--- config.mk ---
export PLATFORM = sky130hd
export DESIGN_NAME = io_bus_hub_flat
export DESIGN_NICKNAME = d
export VERILOG_FILES = /design/src/rtl/io_bus_hub_if.sv /design/src/rtl/io_bus_hub.sv /design/src/flat_wrapper.sv
export SDC_FILE = /design/constraint.sdc
export NUM_CORES = 1
export LEC_CHECK = 0
export CORE_ASPECT_RATIO = 1.25
export CORE_MARGIN = 3
export CORE_UTILIZATION = 53
export CTS_CLUSTER_DIAMETER = 200
export CTS_CLUSTER_SIZE = 28
export DETAILED_ROUTE_END_ITERATION = 7
export MAX_ROUTING_LAYER = met4
export PLACE_DENSITY = 0.82
export SETUP_SLACK_MARGIN = 0.3
export SKIP_LAST_GASP = 1
export SLEW_MARGIN = 0
export SYNTH_ARGS = -nofsm -noshare
export SYNTH_HDL_FRONTEND = slang
export SYNTH_SLANG_ARGS = --single-unit
--- constraint.sdc ---
create_clock -name clk -period 9.5 [get_ports clk]
set_clock_uncertainty 0.2 [all_clocks]
set_input_delay 1.425 -clock clk [delete_from_list [all_inputs] [get_ports clk]]
set_output_delay 1.425 -clock clk [all_outputs]
set_load 0.02 [all_outputs]
--- src/rtl/io_bus_hub_if.sv ---
// CPU-side bus bundle for io_bus_hub: device capture inputs, the word-addressed CPU port,
// and the hub outputs.
// cpu_rd/cpu_wr are single-cycle strobes with no backpressure. Each cycle with a strobe high is
// one request, sampled at the rising clk edge. Read data appears on cpu_rdata one cycle later
// and holds until the next read.
interface io_bus_hub_if #(
  parameter int DATA_W = 32,
  parameter int N_CH   = 2,
  parameter int ADDR_W = 8
);
  logic [N_CH-1:0]        is_ready;
  logic [N_CH*DATA_W-1:0] data_input;
  logic [ADDR_W-1:0]      cpu_addr;
  logic                   cpu_rd;
  logic                   cpu_wr;
  logic [DATA_W-1:0]      cpu_wdata;
  logic [DATA_W-1:0]      cpu_rdata;
  logic [DATA_W-1:0]      data_output;
  logic                   out_valid;
  logic [N_CH-1:0]        overflow;
  logic                   irq;

  modport master (
    output is_ready, data_input, cpu_addr, cpu_rd, cpu_wr, cpu_wdata,
    input  cpu_rdata, data_output, out_valid, overflow, irq
  );

  modport slave (
    input  is_ready, data_input, cpu_addr, cpu_rd, cpu_wr, cpu_wdata,
    output cpu_rdata, data_output, out_valid, overflow, irq
  );
endinterface

--- src/rtl/io_bus_hub.sv ---
// Parametrised I/O bus hub: edge-captures device words into per-channel FIFOs and exposes
// status, control, channel data and an output register on a memory-mapped CPU port.
module io_bus_hub #(
  parameter int         DATA_W     = 32,
  parameter int         N_CH       = 2,
  parameter int         FIFO_DEPTH = 4,
  parameter logic [7:0] EDGE_MASK  = 8'h01,
  parameter int         ADDR_W     = 8
) (
  input logic         clk,
  input logic         rst,
  io_bus_hub_if.slave bus
);
  localparam int PTR_W = $clog2(FIFO_DEPTH);
  localparam int CNT_W = PTR_W + 1;
  localparam logic [ADDR_W-1:0] A_STATUS = ADDR_W'(0);
  localparam logic [ADDR_W-1:0] A_CTRL   = ADDR_W'(1);
  localparam logic [ADDR_W-1:0] A_OUT    = ADDR_W'(2);

  logic [N_CH-1:0]   hist_q, hist_d;
  logic [DATA_W-1:0] mem_q [N_CH][FIFO_DEPTH];
  logic [DATA_W-1:0] mem_d [N_CH][FIFO_DEPTH];
  logic [PTR_W-1:0]  wr_ptr_q [N_CH];
  logic [PTR_W-1:0]  wr_ptr_d [N_CH];
  logic [PTR_W-1:0]  rd_ptr_q [N_CH];
  logic [PTR_W-1:0]  rd_ptr_d [N_CH];
  logic [CNT_W-1:0]  cnt_q [N_CH];
  logic [CNT_W-1:0]  cnt_d [N_CH];
  logic [N_CH-1:0]   ovf_q, ovf_d;
  logic [7:0]        irq_en_q, irq_en_d;
  logic [DATA_W-1:0] rdata_q, rdata_d;
  logic [DATA_W-1:0] dout_q, dout_d;
  logic              oval_q, oval_d;
  logic              irq_q, irq_d;

  logic [N_CH-1:0]   not_empty, full, push_req, push_ok, pop, ovf_set, w1c;
  logic              rd_only;
  logic [DATA_W-1:0] status, rd_val;

  // A simultaneous write wins the cycle, so only a lone read may pop.
  assign rd_only = bus.cpu_rd & ~bus.cpu_wr;

  always_comb begin
    not_empty = '0;
    full      = '0;
    push_req  = '0;
    push_ok   = '0;
    pop       = '0;
    ovf_set   = '0;
    for (int c = 0; c < N_CH; c++) begin
      not_empty[c] = (cnt_q[c] != '0);
      full[c]      = (cnt_q[c] == CNT_W'(FIFO_DEPTH));
      push_req[c]  = bus.is_ready[c] & ~hist_q[c] & EDGE_MASK[c];
      pop[c]       = rd_only & (bus.cpu_addr == ADDR_W'(16 + c)) & not_empty[c];
      // A same-cycle pop frees the slot, so a full channel only overflows without one.
      push_ok[c]   = push_req[c] & (~full[c] | pop[c]);
      ovf_set[c]   = push_req[c] & full[c] & ~pop[c];
    end
  end

  always_comb begin
    status = '0;
    for (int c = 0; c < N_CH; c++) begin
      status[c]      = not_empty[c];
      status[8 + c]  = ovf_q[c];
      status[16 + c] = bus.is_ready[c];
    end
  end

  always_comb begin
    rd_val = '0;
    if (bus.cpu_addr == A_STATUS) begin
      rd_val = status;
    end else if (bus.cpu_addr == A_CTRL) begin
      rd_val = DATA_W'(irq_en_q);
    end else if (bus.cpu_addr == A_OUT) begin
      rd_val = dout_q;
    end
    for (int c = 0; c < N_CH; c++) begin
      if (bus.cpu_addr == ADDR_W'(16 + c) && not_empty[c]) begin
        rd_val = mem_q[c][rd_ptr_q[c]];
      end
    end
  end

  always_comb begin
    hist_d   = bus.is_ready;
    mem_d    = mem_q;
    wr_ptr_d = wr_ptr_q;
    rd_ptr_d = rd_ptr_q;
    cnt_d    = cnt_q;
    for (int c = 0; c < N_CH; c++) begin
      if (push_ok[c]) begin
        mem_d[c][wr_ptr_q[c]] = bus.data_input[c*DATA_W +: DATA_W];
        wr_ptr_d[c]           = wr_ptr_q[c] + PTR_W'(1);
      end
      if (pop[c]) begin
        rd_ptr_d[c] = rd_ptr_q[c] + PTR_W'(1);
      end
      case ({push_ok[c], pop[c]})
        2'b10:   cnt_d[c] = cnt_q[c] + CNT_W'(1);
        2'b01:   cnt_d[c] = cnt_q[c] - CNT_W'(1);
        default: cnt_d[c] = cnt_q[c];
      endcase
    end
  end

  always_comb begin
    w1c      = '0;
    irq_en_d = irq_en_q;
    dout_d   = dout_q;
    oval_d   = 1'b0;
    if (bus.cpu_wr) begin
      if (bus.cpu_addr == A_STATUS) w1c = bus.cpu_wdata[8 +: N_CH];
      if (bus.cpu_addr == A_CTRL) irq_en_d = bus.cpu_wdata[7:0];
      if (bus.cpu_addr == A_OUT) begin
        dout_d = bus.cpu_wdata;
        oval_d = 1'b1;
      end
    end
    // Set beats clear when a new overflow lands on the clearing write.
    ovf_d = (ovf_q & ~w1c) | ovf_set;
    if (bus.cpu_rd && bus.cpu_wr) begin
      rdata_d = '0;
    end else if (bus.cpu_rd) begin
      rdata_d = rd_val;
    end else begin
      rdata_d = rdata_q;
    end
    irq_d = |(not_empty & irq_en_q[N_CH-1:0]);
  end

  always_ff @(posedge clk or posedge rst) begin
    if (rst) begin
      hist_q   <= '1;
      ovf_q    <= '0;
      irq_en_q <= '0;
      rdata_q  <= '0;
      dout_q   <= '0;
      oval_q   <= 1'b0;
      irq_q    <= 1'b0;
      for (int c = 0; c < N_CH; c++) begin
        wr_ptr_q[c] <= '0;
        rd_ptr_q[c] <= '0;
        cnt_q[c]    <= '0;
        for (int i = 0; i < FIFO_DEPTH; i++) mem_q[c][i] <= '0;
      end
    end else begin
      hist_q   <= hist_d;
      ovf_q    <= ovf_d;
      irq_en_q <= irq_en_d;
      rdata_q  <= rdata_d;
      dout_q   <= dout_d;
      oval_q   <= oval_d;
      irq_q    <= irq_d;
      wr_ptr_q <= wr_ptr_d;
      rd_ptr_q <= rd_ptr_d;
      cnt_q    <= cnt_d;
      mem_q    <= mem_d;
    end
  end

  assign bus.cpu_rdata   = rdata_q;
  assign bus.data_output = dout_q;
  assign bus.out_valid   = oval_q;
  assign bus.overflow    = ovf_q;
  assign bus.irq         = irq_q;
endmodule

--- src/flat_wrapper.sv ---
// flat-port wrapper written by rule: the top's interface ports become plain ports
module io_bus_hub_flat 
#(
  parameter int         DATA_W     = 32,
  parameter int         N_CH       = 2,
  parameter int         FIFO_DEPTH = 4,
  parameter logic [7:0] EDGE_MASK  = 8'h01,
  parameter int         ADDR_W     = 8
)
  (clk, rst, bus_is_ready, bus_data_input, bus_cpu_addr, bus_cpu_rd, bus_cpu_wr, bus_cpu_wdata, bus_cpu_rdata, bus_data_output, bus_out_valid, bus_overflow, bus_irq);
  io_bus_hub_if #(.DATA_W(DATA_W), .N_CH(N_CH), .ADDR_W(ADDR_W)) bus_i ();
  input logic clk;
  input logic rst;
  input wire logic [$bits(bus_i.is_ready)-1:0] bus_is_ready;
  input wire logic [$bits(bus_i.data_input)-1:0] bus_data_input;
  input wire logic [$bits(bus_i.cpu_addr)-1:0] bus_cpu_addr;
  input wire logic [$bits(bus_i.cpu_rd)-1:0] bus_cpu_rd;
  input wire logic [$bits(bus_i.cpu_wr)-1:0] bus_cpu_wr;
  input wire logic [$bits(bus_i.cpu_wdata)-1:0] bus_cpu_wdata;
  output wire logic [$bits(bus_i.cpu_rdata)-1:0] bus_cpu_rdata;
  output wire logic [$bits(bus_i.data_output)-1:0] bus_data_output;
  output wire logic [$bits(bus_i.out_valid)-1:0] bus_out_valid;
  output wire logic [$bits(bus_i.overflow)-1:0] bus_overflow;
  output wire logic [$bits(bus_i.irq)-1:0] bus_irq;
  assign bus_i.is_ready = bus_is_ready;
  assign bus_i.data_input = bus_data_input;
  assign bus_i.cpu_addr = bus_cpu_addr;
  assign bus_i.cpu_rd = bus_cpu_rd;
  assign bus_i.cpu_wr = bus_cpu_wr;
  assign bus_i.cpu_wdata = bus_cpu_wdata;
  assign bus_cpu_rdata = bus_i.cpu_rdata;
  assign bus_data_output = bus_i.data_output;
  assign bus_out_valid = bus_i.out_valid;
  assign bus_overflow = bus_i.overflow;
  assign bus_irq = bus_i.irq;
  io_bus_hub #(.DATA_W(DATA_W), .N_CH(N_CH), .FIFO_DEPTH(FIFO_DEPTH), .EDGE_MASK(EDGE_MASK), .ADDR_W(ADDR_W)) u_core (.clk(clk), .rst(rst), .bus(bus_i));
endmodule
==> run summary, run 1 <==
===========================================================================================
Area taken by multi-input logic gates                                          0.003850 mm²
Worst r2r path cells                                                                      4
Die width                                                                          126.7 µm
Setup_tns                                                                              0 ps
Syn Nets                                                                                773
WP data required                                                                    9640 ps
Avg Cell Area, Syn                                                                14.71 µm²
Number of flops mapped to enable cells by yosys                                           0
Xor and xnor area share after synthesis                                             0.4537%
Simple-gate share of the synthesized area                                            4.031%
Layout overhead on the synthesized area                                              18.92%
Number of cell rows                                                                      54
Number of design-rule violations left by the first detailed-router iteration            553
Endpoint of the lowest-slack register-to-register path                         u_core.mem_q[159]
Clk sink count                                                                          215
Fillcell total                                                                         1253
Number of flip-flops and latches in the synthesized netlist                             215
Multiplexer fraction of the synthesized cell area                                    27.18%
Cell types with the highest counts after synthesis                             sky130_fd_sc_hd__dfrtp_1, sky130_fd_sc_hd__mux2_2, sky130_fd_sc_hd__mux2_1
Slew Limit Fails                                                                          0
Number of routed nets with antenna violations                                             0
CTS-repair resized insts                                                                  0
Wire length of the first global-routing pass                                       36.10 mm
Transition time at the pin with the least slew margin                               1322 ps
Root buffer cell                                                               sky130_fd_sc_hd__clkbuf_16
Cells after Synth                                                                       656
CTS clk-pin slew, worst paths                                                        110 ps
Startpoint type of the worst setup path                                          input port
Sum of net half-perimeters after detailed placement                                15.10 mm
First drt pass iteration count                                                            5
Top-count cell post-synth                                                      sky130_fd_sc_hd__dfrtp_1
Fraction of layout instances using a drive strength above 1                          23.21%
Combinational family with the most area after synthesis                        multiplexers
Final critical-path required period                                                 4988 ps
Overall die area                                                                0.01988 mm²
Worst flop-to-flop path startpoint                                             u_core.cnt_q[5]
Critical path destination                                                      u_core.bus.data_output[21]
Worst vdd ir                                                                       172.1 µV
Area share of the largest cell type after synthesis                                  55.48%
Endpoint type of the worst setup path                                             flip-flop
FF-to-FF setup slack                                                                6950 ps
Final WS setup                                                                      4512 ps
TritonCTS clock tree                                                                    yes
Post-CTS setup buffer count                                                               0
LEAKAGE                                                                            4.726 nW
Max-cap violations                                                                        0
NumNets Final                                                                           899
Antenna violations before repair                                                          1
Vias in the first global route                                                         6652
Total power after layout                                                           2.511 mW
Primary FF master, synth                                                       sky130_fd_sc_hd__dfrtp_1
Post-Syn Area                                                                  0.009653 mm²
Maximum number of pins on one net before global-route repair                            128
Final weighted congestion of routability-driven global placement                     0.8984
Number of endpoints failing setup at the final stage                                      0
Achievable clock frequency                                                        200.5 MHz
Total I/O pin count                                                                     178
Routed WL per cell                                                                 22.47 µm
Crit path kind                                                                       in2reg
Detail-routed via count per cell                                                      6.042
CTS buffer count                                                                         11
Area contributors post-synth                                                   sky130_fd_sc_hd__dfrtp_1, sky130_fd_sc_hd__mux2_2, sky130_fd_sc_hd__mux4_2
Type of the most critical hold path                                                 reg2reg
H-Tree Level Count                                                                        1
Total count of hold-check failures in the final report                                    0
Hold-fix buffers at CTS                                                                   0
Via total after detailed routing                                                       6096
Drt total wl                                                                       22.67 mm
Synth Area in Compound Gates                                                         7.233%
Warnings, synthesis                                                                       0
Headroom to the max-slew limit                                                       11.90%
DRC viols                                                                                 0
Biggest fanout along the worst timing path                                               33
Height of the die                                                                  156.9 µm
Dpl ws                                                                              4064 ps
Launch point of the critical path                                              bus_cpu_addr[3]
Synth cell types                                                                         52
Biggest area consumer among synthesized cells                                  sky130_fd_sc_hd__dfrtp_1
Effective utilization at floorplan                                                   54.74%
Clock latency of the later-clocked register in the worst-skew pair                   470 ps
Outcome                                                                        finished, final reports clean
Sequential share of the synthesized area                                             55.75%
Setup repair after global routing missed its margin                                   false
GR Util All Layers                                                                   23.40%
Final standard cell count with taps included and fillers excluded                      1009
Input/output buffers                                                                    145
Fraction of registers with async set/reset                                           100.0%
Core region area                                                                0.01763 mm²
Period utilisation layout                                                            52.51%
Synthesized-area fraction occupied by adder cells                                   0.9851%
Grt ovf                                                                                   0
Register area                                                                  0.005384 mm²
Crit path arrival time                                                              5130 ps
Dpl cells                                                                               993
Maximum count of clock buffers along a single path                                        3
Pwr dens                                                                       218.8 mW/mm²
Share of the core filled with cells in the final layout                              65.10%
===========================================================================================
## state kept, by name, indices dropped and copies added, names as in the netlist
register	cells
u_core.bus.data_output	32
u_core.bus.cpu_rdata	32
u_core.bus.overflow	2
u_core.wr_ptr_q	2
u_core.cnt_q	6
u_core.rd_ptr_q	2
u_core.bus.irq	1
u_core.bus.out_valid	1
u_core.mem_q	128
u_core.hist_q	1
u_core.irq_en_q	8
## stage by stage
stage | instance area (µm²) | hold slack, ps
floorplan | 9653 | 233.2
global placement | 11180 | 250.7
detailed placement | 11180 | 274.3
CTS | 11480 | 294.4
global route | 11480 | 308.7
finish | 11480 | 290.7
## placed cells by master, fill, tap and decap left out, drive strengths merged, types with 3 or more instances in the layout
master and instances:
nor4b 3, buf 6, nand2 10, o22ai 28, a21oi 3, o21ai 3
nand4 3, a22o 11, ha 6, nor3 4, clkbuf 14, dfrtp 214
nand3 3, nand2b 5, mux2 169, mux4 32, o32ai 5, a22oi 33
nor2 13, nor2b 3, xnor2 3, clkdlybuf4s50 145, inv 44
## logic make-up after synthesis
logic type	count (synthesis)
buffers and inverters	81
xor gates and xnor gates	5
and+or+nand+nor	53
adders and majority gates	7
muxes	201
DFF	215
AOI/OAI and AO/OA	94
## report_power, final
group	switching [mW]	leakage [nW]	internal, mW
Sequential	0.163	2.72	1.21
Combinational	0.246	1.86	0.392
Clock	0.284	0.145	0.218
## critical path, stage by stage
cell	delay [ps]
sky130_fd_sc_hd__clkdlybuf4s50_1	570
sky130_fd_sc_hd__nor4b_4	560
sky130_fd_sc_hd__and2_1	1090
sky130_fd_sc_hd__nand2_2	890
sky130_fd_sc_hd__mux2_1	570
## final cells by class
type / count / share of cell area, %
sequential: 215 / 46.90
multi-input combinational: 360 / 33.54
timing repair buffer: 151 / 13.04
clock buffer: 14 / 2.496
tap: 224 / 2.441
inverter: 43 / 1.471
clock inverter: 1 / 0.09809
antenna: 1 / 0.02180
## routing by layer
layer,global-route usage (%),share of wire [%],vias up
met1,29.04,39,3211
met2,40.97,54,203
li1,-,-,2658
met4,5.263,1.4,0
met3,3.380,5.1,24
met5,-,0,-
## worst min-delay path by stage
stage | start | to | slack, ps | cells after the start
6_report | u_core.cnt_q[0] | u_core.cnt_q[0] | 290 | 1
5_1_grt | u_core.mem_q[183] | u_core.mem_q[183] | 310 | 1
4_1_cts | u_core.cnt_q[0] | u_core.cnt_q[0] | 290 | 1
3_5_place_dp | u_core.mem_q[253] | u_core.mem_q[253] | 270 | 1
3_3_place_gp | u_core.cnt_q[2] | u_core.cnt_q[2] | 250 | 1
2_1_floorplan | u_core.cnt_q[2] | u_core.cnt_q[2] | 230 | 1
No activity file was read; power rests on OpenSTA's default activity.
==> run 2: changes to the inputs <==
- CORE_UTILIZATION: 53 -> 48
- PLACE_DENSITY: 0.82 -> 0.78
- clock period: 9.5 -> 4.2 ns (I/O delays scaled with it)
==> run 2 against run 1 <==
Die area is 10% higher. Power increased by 130%. Sequential cell count unchanged. Register-to-register slack worse by 5200 ps. Via count decreased by 0.11%. Critical path depth is the same.
==> run summary, run 2 (synthesized netlist as in run 1, its figures left out) <==
===========================================================================================
Slew Limit Fails                                                                          0
Endpoint type of the worst setup path                                             flip-flop
Placement-stage cell area                                                       0.01137 mm²
CTS clk-pin slew, worst paths                                                        110 ps
Number of endpoints failing setup at the final stage                                      0
Setup repair after global routing missed its margin                                   false
Input/output buffers                                                                    145
Launch point of the critical path                                              bus_cpu_addr[1]
LEAKAGE                                                                            4.806 nW
Maximum count of clock buffers along a single path                                        3
Endpoint of the lowest-slack register-to-register path                         u_core.cnt_q[5]
Achievable clock frequency                                                        328.6 MHz
Maximum number of pins on one net before global-route repair                             81
Final WS setup                                                                      1157 ps
Leading cell type in the layout, fill and taps excluded                        sky130_fd_sc_hd__dfrtp_1
Fillcell total                                                                         1483
Period utilisation layout                                                            72.46%
Effective utilization at floorplan                                                   49.22%
Core region area                                                                0.01961 mm²
Final weighted congestion of routability-driven global placement                     0.8134
Logic depth of the worst setup path including buffers                                     5
Pwr dens                                                                       488.8 mW/mm²
Sum of net half-perimeters after detailed placement                                15.83 mm
DRC viols                                                                                 0
Dpl ws                                                                             683.5 ps
Post-route standard cell area excluding fillers                                 0.01167 mm²
Routed WL per cell                                                                 21.44 µm
First drt pass iteration count                                                            4
Commonest cells after routing, fill and taps aside                             sky130_fd_sc_hd__dfrtp_1, sky130_fd_sc_hd__clkdlybuf4s50_1, sky130_fd_sc_hd__mux2_2, sky130_fd_sc_hd__mux2_1, sky130_fd_sc_hd__inv_1
Hold-fix buffers at CTS                                                                   0
CTS buffer count                                                                         11
Crit path kind                                                                       in2reg
Drt total wl                                                                       22.81 mm
Detail-routed via count per cell                                                      5.723
Wire length of the first global-routing pass                                       36.96 mm
Height of the die                                                                  164.6 µm
Flip-flop count of the largest register after layout                                    128
Worst flop-to-flop path startpoint                                             u_core.cnt_q[3]
FF-to-FF setup slack                                                                1770 ps
Critical path destination                                                      u_core.bus.data_output[14]
Vias in the first global route                                                         6866
Die width                                                                          132.8 µm
Total count of hold-check failures in the final report                                    0
Root buffer cell                                                               sky130_fd_sc_hd__clkbuf_16
Delay of the slowest cell on the worst path                                          660 ps
GR Util All Layers                                                                   21.65%
H-Tree Level Count                                                                        1
Biggest fanout along the worst timing path                                               33
Clock latency of the later-clocked register in the worst-skew pair                   470 ps
Number of cell rows                                                                      57
Antenna diodes                                                                            0
Startpoint type of the worst setup path                                          input port
Worst vdd ir                                                                       257.0 µV
Area taken by multi-input logic gates                                          0.003850 mm²
NumNets Final                                                                           913
Grt ovf                                                                                   0
Headroom to the max-slew limit                                                       34.31%
Setup_tns                                                                              0 ps
Final critical-path required period                                                 3043 ps
Outcome                                                                        finished, final reports clean
Clk sink count                                                                          215
Total I/O pin count                                                                     178
Via total after detailed routing                                                       6089
WP data required                                                                    4350 ps
Type of the most critical hold path                                                 reg2reg
CTS-repair resized insts                                                                  0
Register area                                                                  0.005384 mm²
Cell Chain, Critical Path                                                      clkdlybuf4s50_1, nor4b_4, and2_1, nand2_2, mux2_1
Transition time at the pin with the least slew margin                              985.4 ps
Register with the most flip-flops                                              u_core.mem_q
Worst r2r path cells                                                                      7
Overall die area                                                                0.02186 mm²
Worst path slowest cell                                                        sky130_fd_sc_hd__clkdlybuf4s50_1
Antenna violations before repair                                                          0
Fraction of layout instances using a drive strength above 1                          24.53%
Number of design-rule violations left by the first detailed-router iteration            359
Max-cap violations                                                                        0
Number of routed nets with antenna violations                                             0
Post-CTS setup buffer count                                                               0
Buffers plus inverters on the worst setup path                                            1
Family with the most delay on the worst path                                   simple AND/OR/NAND/NOR gates
TritonCTS clock tree                                                                    yes
Layout overhead on the synthesized area                                              20.91%
Crit path arrival time                                                              3190 ps
===========================================================================================
## run 2: cell count changes in the layout (fill, tap and decap cells not counted)
cell / delta
sky130_fd_sc_hd__clkinvlp_4: +1
sky130_fd_sc_hd__buf_12: +3
sky130_fd_sc_hd__inv_8: -1
sky130_fd_sc_hd__clkbuf_1: +1
sky130_fd_sc_hd__buf_4: +11
sky130_fd_sc_hd__diode_2: -1
## run 2: metal layers
layer  share of wire (%)  GRT usage, %  up-vias
met4                 1.1         4.726        0
met2                  54         38.96      163
met1                  40         26.09     3211
met5                   0             -        -
met3                 4.7         3.169       19
li1                    -             -     2696
## run 2: cell type report
| type | instances | share of cell area [%] |
|---|---|---|
| clock buffer | 15 | 2.487 |
| clock inverter | 1 | 0.09648 |
| multi-input combinational | 360 | 32.99 |
| timing repair buffer | 165 | 14.04 |
| tap | 265 | 2.841 |
| inverter | 43 | 1.415 |
| sequential | 215 | 46.13 |
## run 2: worst min-delay path by stage
stage                    startpoint              end  slack (ps)  cells past startpoint
finish              u_core.cnt_q[0]  u_core.cnt_q[0]         290                      1
global route        u_core.cnt_q[0]  u_core.cnt_q[0]         310                      1
CTS                 u_core.cnt_q[0]  u_core.cnt_q[0]         290                      1
detailed placement  u_core.cnt_q[0]  u_core.cnt_q[0]         270                      1
global placement    u_core.cnt_q[2]  u_core.cnt_q[2]         250                      1
floorplan           u_core.cnt_q[2]  u_core.cnt_q[2]         230                      1
## run 2: power by group
| group | internal, mW | switching [mW] | total (mW) |
|---|---|---|---|
| clock network | 0.497 | 0.646 | 1.14 |
| logic | 0.901 | 0.569 | 1.47 |
| registers | 2.73 | 0.357 | 3.09 |
| total | 4.13 | 1.57 | 5.71 |
## run 2: through the flow
stage	total power [mW]	util (%)	instances	hold slack (ps)
final	5.705	59.51	1064	288.7
after global routing	5.995	59.51	1064	305.0
after CTS	5.755	59.51	1064	286.4
after detailed placement	4.624	57.97	1048	266.5
after global placement	4.441	57.97	1048	249.4
after floorplan	4.135	-	656	233.2
==> run 3: changes to the inputs <==
- clock period: 4.2 -> 2.5 ns (I/O delays scaled with it)
==> run 3 against run 2 <==
Critical endpoint is now u_core.mem_q[152]. Highest routed layer unchanged. Power increased by 73%. Sequential cell count unchanged. Clock power increased by 67%. Via count increased by 4.0%. Critical path depth increased by 4.
==> run summary, run 3 (synthesized netlist as in run 1, its figures left out) <==
===========================================================================================
Fraction of layout instances using a drive strength above 1                          29.38%
Final weighted congestion of routability-driven global placement                     0.8896
Via total after detailed routing                                                       6333
NumNets Final                                                                           960
Routed WL per cell                                                                 21.84 µm
Antenna violations before repair                                                          0
Hold-fix buffers at CTS                                                                   0
Number of design-rule violations left by the first detailed-router iteration            432
Number of cell rows                                                                      57
Antenna diodes                                                                            0
Relative contribution of combinational cells to total power                           28.0%
Transition time at the pin with the least slew margin                              569.5 ps
Detail-routed via count per cell                                                      5.711
Internal Dissipation                                                               7.149 mW
Worst vdd ir                                                                       448.3 µV
Wire length of the first global-routing pass                                       38.47 mm
Root buffer cell                                                               sky130_fd_sc_hd__clkbuf_16
Biggest fanout along the worst timing path                                               16
Period utilisation layout                                                            87.57%
CTS buffer count                                                                         11
Total I/O pin count                                                                     178
Clock latency of the later-clocked register in the worst-skew pair                   470 ps
Worst flop-to-flop path startpoint                                             u_core.cnt_q[4]
Drt total wl                                                                       24.22 mm
Final critical-path required period                                                 2189 ps
GR Util All Layers                                                                   22.68%
Sum of net half-perimeters after detailed placement                                16.64 mm
Type of the most critical hold path                                                in2async
Height of the die                                                                  164.6 µm
Switching share of power                                                             27.44%
CTS clk-pin slew, worst paths                                                        110 ps
DRC viols                                                                                 0
LEAKAGE                                                                            5.155 nW
Placement-stage cell area                                                       0.01175 mm²
Share of total power in the clock network                                             19.3%
Leading cell type in the layout, fill and taps excluded                        sky130_fd_sc_hd__dfrtp_1
Crit path arrival time                                                              2340 ps
Overall die area                                                                0.02186 mm²
Total count of hold-check failures in the final report                                    0
Number of routed nets with antenna violations                                             0
Clk sink count                                                                          215
Post-route standard cell area excluding fillers                                 0.01230 mm²
Commonest cells after routing, fill and taps aside                             sky130_fd_sc_hd__dfrtp_1, sky130_fd_sc_hd__clkdlybuf4s50_1, sky130_fd_sc_hd__mux2_2, sky130_fd_sc_hd__mux2_1, sky130_fd_sc_hd__buf_4
Effective utilization at floorplan                                                   49.22%
Launch point of the critical path                                              bus_cpu_addr[3]
First drt pass iteration count                                                            4
Net load switching power                                                           2.704 mW
Number of endpoints failing setup at the final stage                                      0
Maximum count of clock buffers along a single path                                        3
Pwr dens                                                                       801.4 mW/mm²
Maximum number of pins on one net before global-route repair                             64
Dpl ws                                                                            -290.6 ps
Total power after layout                                                           9.853 mW
Layout overhead on the synthesized area                                              27.37%
Flip-flop count of the largest register after layout                                    128
Core region area                                                                0.01961 mm²
Crit path kind                                                                       in2reg
Headroom to the max-slew limit                                                       61.95%
Startpoint type of the worst setup path                                          input port
Outcome                                                                        finished, final reports clean
Register with the most flip-flops                                              u_core.mem_q
Die width                                                                          132.8 µm
Grt ovf                                                                                   0
Endpoint type of the worst setup path                                             flip-flop
WP data required                                                                    2650 ps
Final WS setup                                                                     310.8 ps
Setup repair after global routing missed its margin                                    true
Slew Limit Fails                                                                          0
Setup_tns                                                                              0 ps
Vias in the first global route                                                         7024
H-Tree Level Count                                                                        1
Achievable clock frequency                                                        456.8 MHz
Max-cap violations                                                                        0
Sequential share of power                                                             52.8%
Input/output buffers                                                                    145
TritonCTS clock tree                                                                    yes
Share of the core filled with cells in the final layout                              62.69%
===========================================================================================
## run 3: changes by cell type in the layout (fill, tap and decap cells not counted), moves of 8 or more
| cell | delta |
|---|---|
| sky130_fd_sc_hd__buf_4 | +28 |
| sky130_fd_sc_hd__buf_12 | +13 |
| sky130_fd_sc_hd__clkdlybuf4s50_1 | -9 |
| sky130_fd_sc_hd__dlygate4sd2_1 | +8 |
## run 3: what timing repair did
| action | in CTS | in global routing |
|---|---|---|
| pin swaps | 6 | 1 |
| setup buffers | 12 | 1 |
| endpoints found under the setup margin | 83 | 43 |
| gates resized for setup | 15 | 2 |
| cloned | 3 | 1 |
## run 3: final timing paths
kind,endpoint,slack (ps),cells after the start
min in group clk,u_core.hist_q[0],280,2
setup reg to reg,u_core.mem_q[151],330,7
max in group asynchronous,u_core.mem_q[223],1280,3
hold / removal,u_core.wr_ptr_q[2],110,2
setup / recovery,u_core.mem_q[152],310,9
hold reg to reg,u_core.cnt_q[2],280,1
## run 3: layout make-up
type / count / area [µm²]
fill: 1429 / 7317
multi-input combinational: 360 / 3884
inverter: 43 / 165.2
clock buffer: 13 / 282.8
timing repair buffer: 212 / 2237
clock inverter: 1 / 11.26
tap: 265 / 331.6
sequential: 215 / 5384
## run 3: power groups by stage
stage | Clock (mW) | Sequential, mW | Combinational (mW)
6_report | 1.90 | 5.20 | 2.76
5_1_grt | 2.08 | 5.32 | 2.98
4_1_cts | 1.95 | 5.19 | 2.76
3_5_place_dp | 0 | 5.27 | 2.55
3_3_place_gp | 0 | 5.12 | 2.43
2_1_floorplan | 0 | 5.08 | 1.87
## run 3: metal layers
layer,vias to the layer above,GRT usage [%],share of wire [%]
li1,2792,-,-
met1,3347,27.59,40
met2,164,40.80,55
met3,30,2.956,4.3
met4,0,4.915,1.6
met5,-,-,0
## run 3: stage by stage
| stage | std cells | hold slack, ps |
|---|---|---|
| after floorplan | 656 | 179.5 |
| after global placement | 1078 | 248.5 |
| after detailed placement | 1078 | 262.0 |
| after CTS | 1107 | 127.9 |
| after global routing | 1109 | 144.8 |
| final | 1109 | 113.8 |
## run 3: worst max-delay path, cell delays in order
cell and delay [ps]:
sky130_fd_sc_hd__dlygate4sd2_1 280, sky130_fd_sc_hd__nor4_4 330, sky130_fd_sc_hd__buf_4 180, sky130_fd_sc_hd__a31oi_4 110, sky130_fd_sc_hd__buf_4 170, sky130_fd_sc_hd__buf_12 120
sky130_fd_sc_hd__nor2_4 200, sky130_fd_sc_hd__buf_12 210, sky130_fd_sc_hd__mux2_2 350
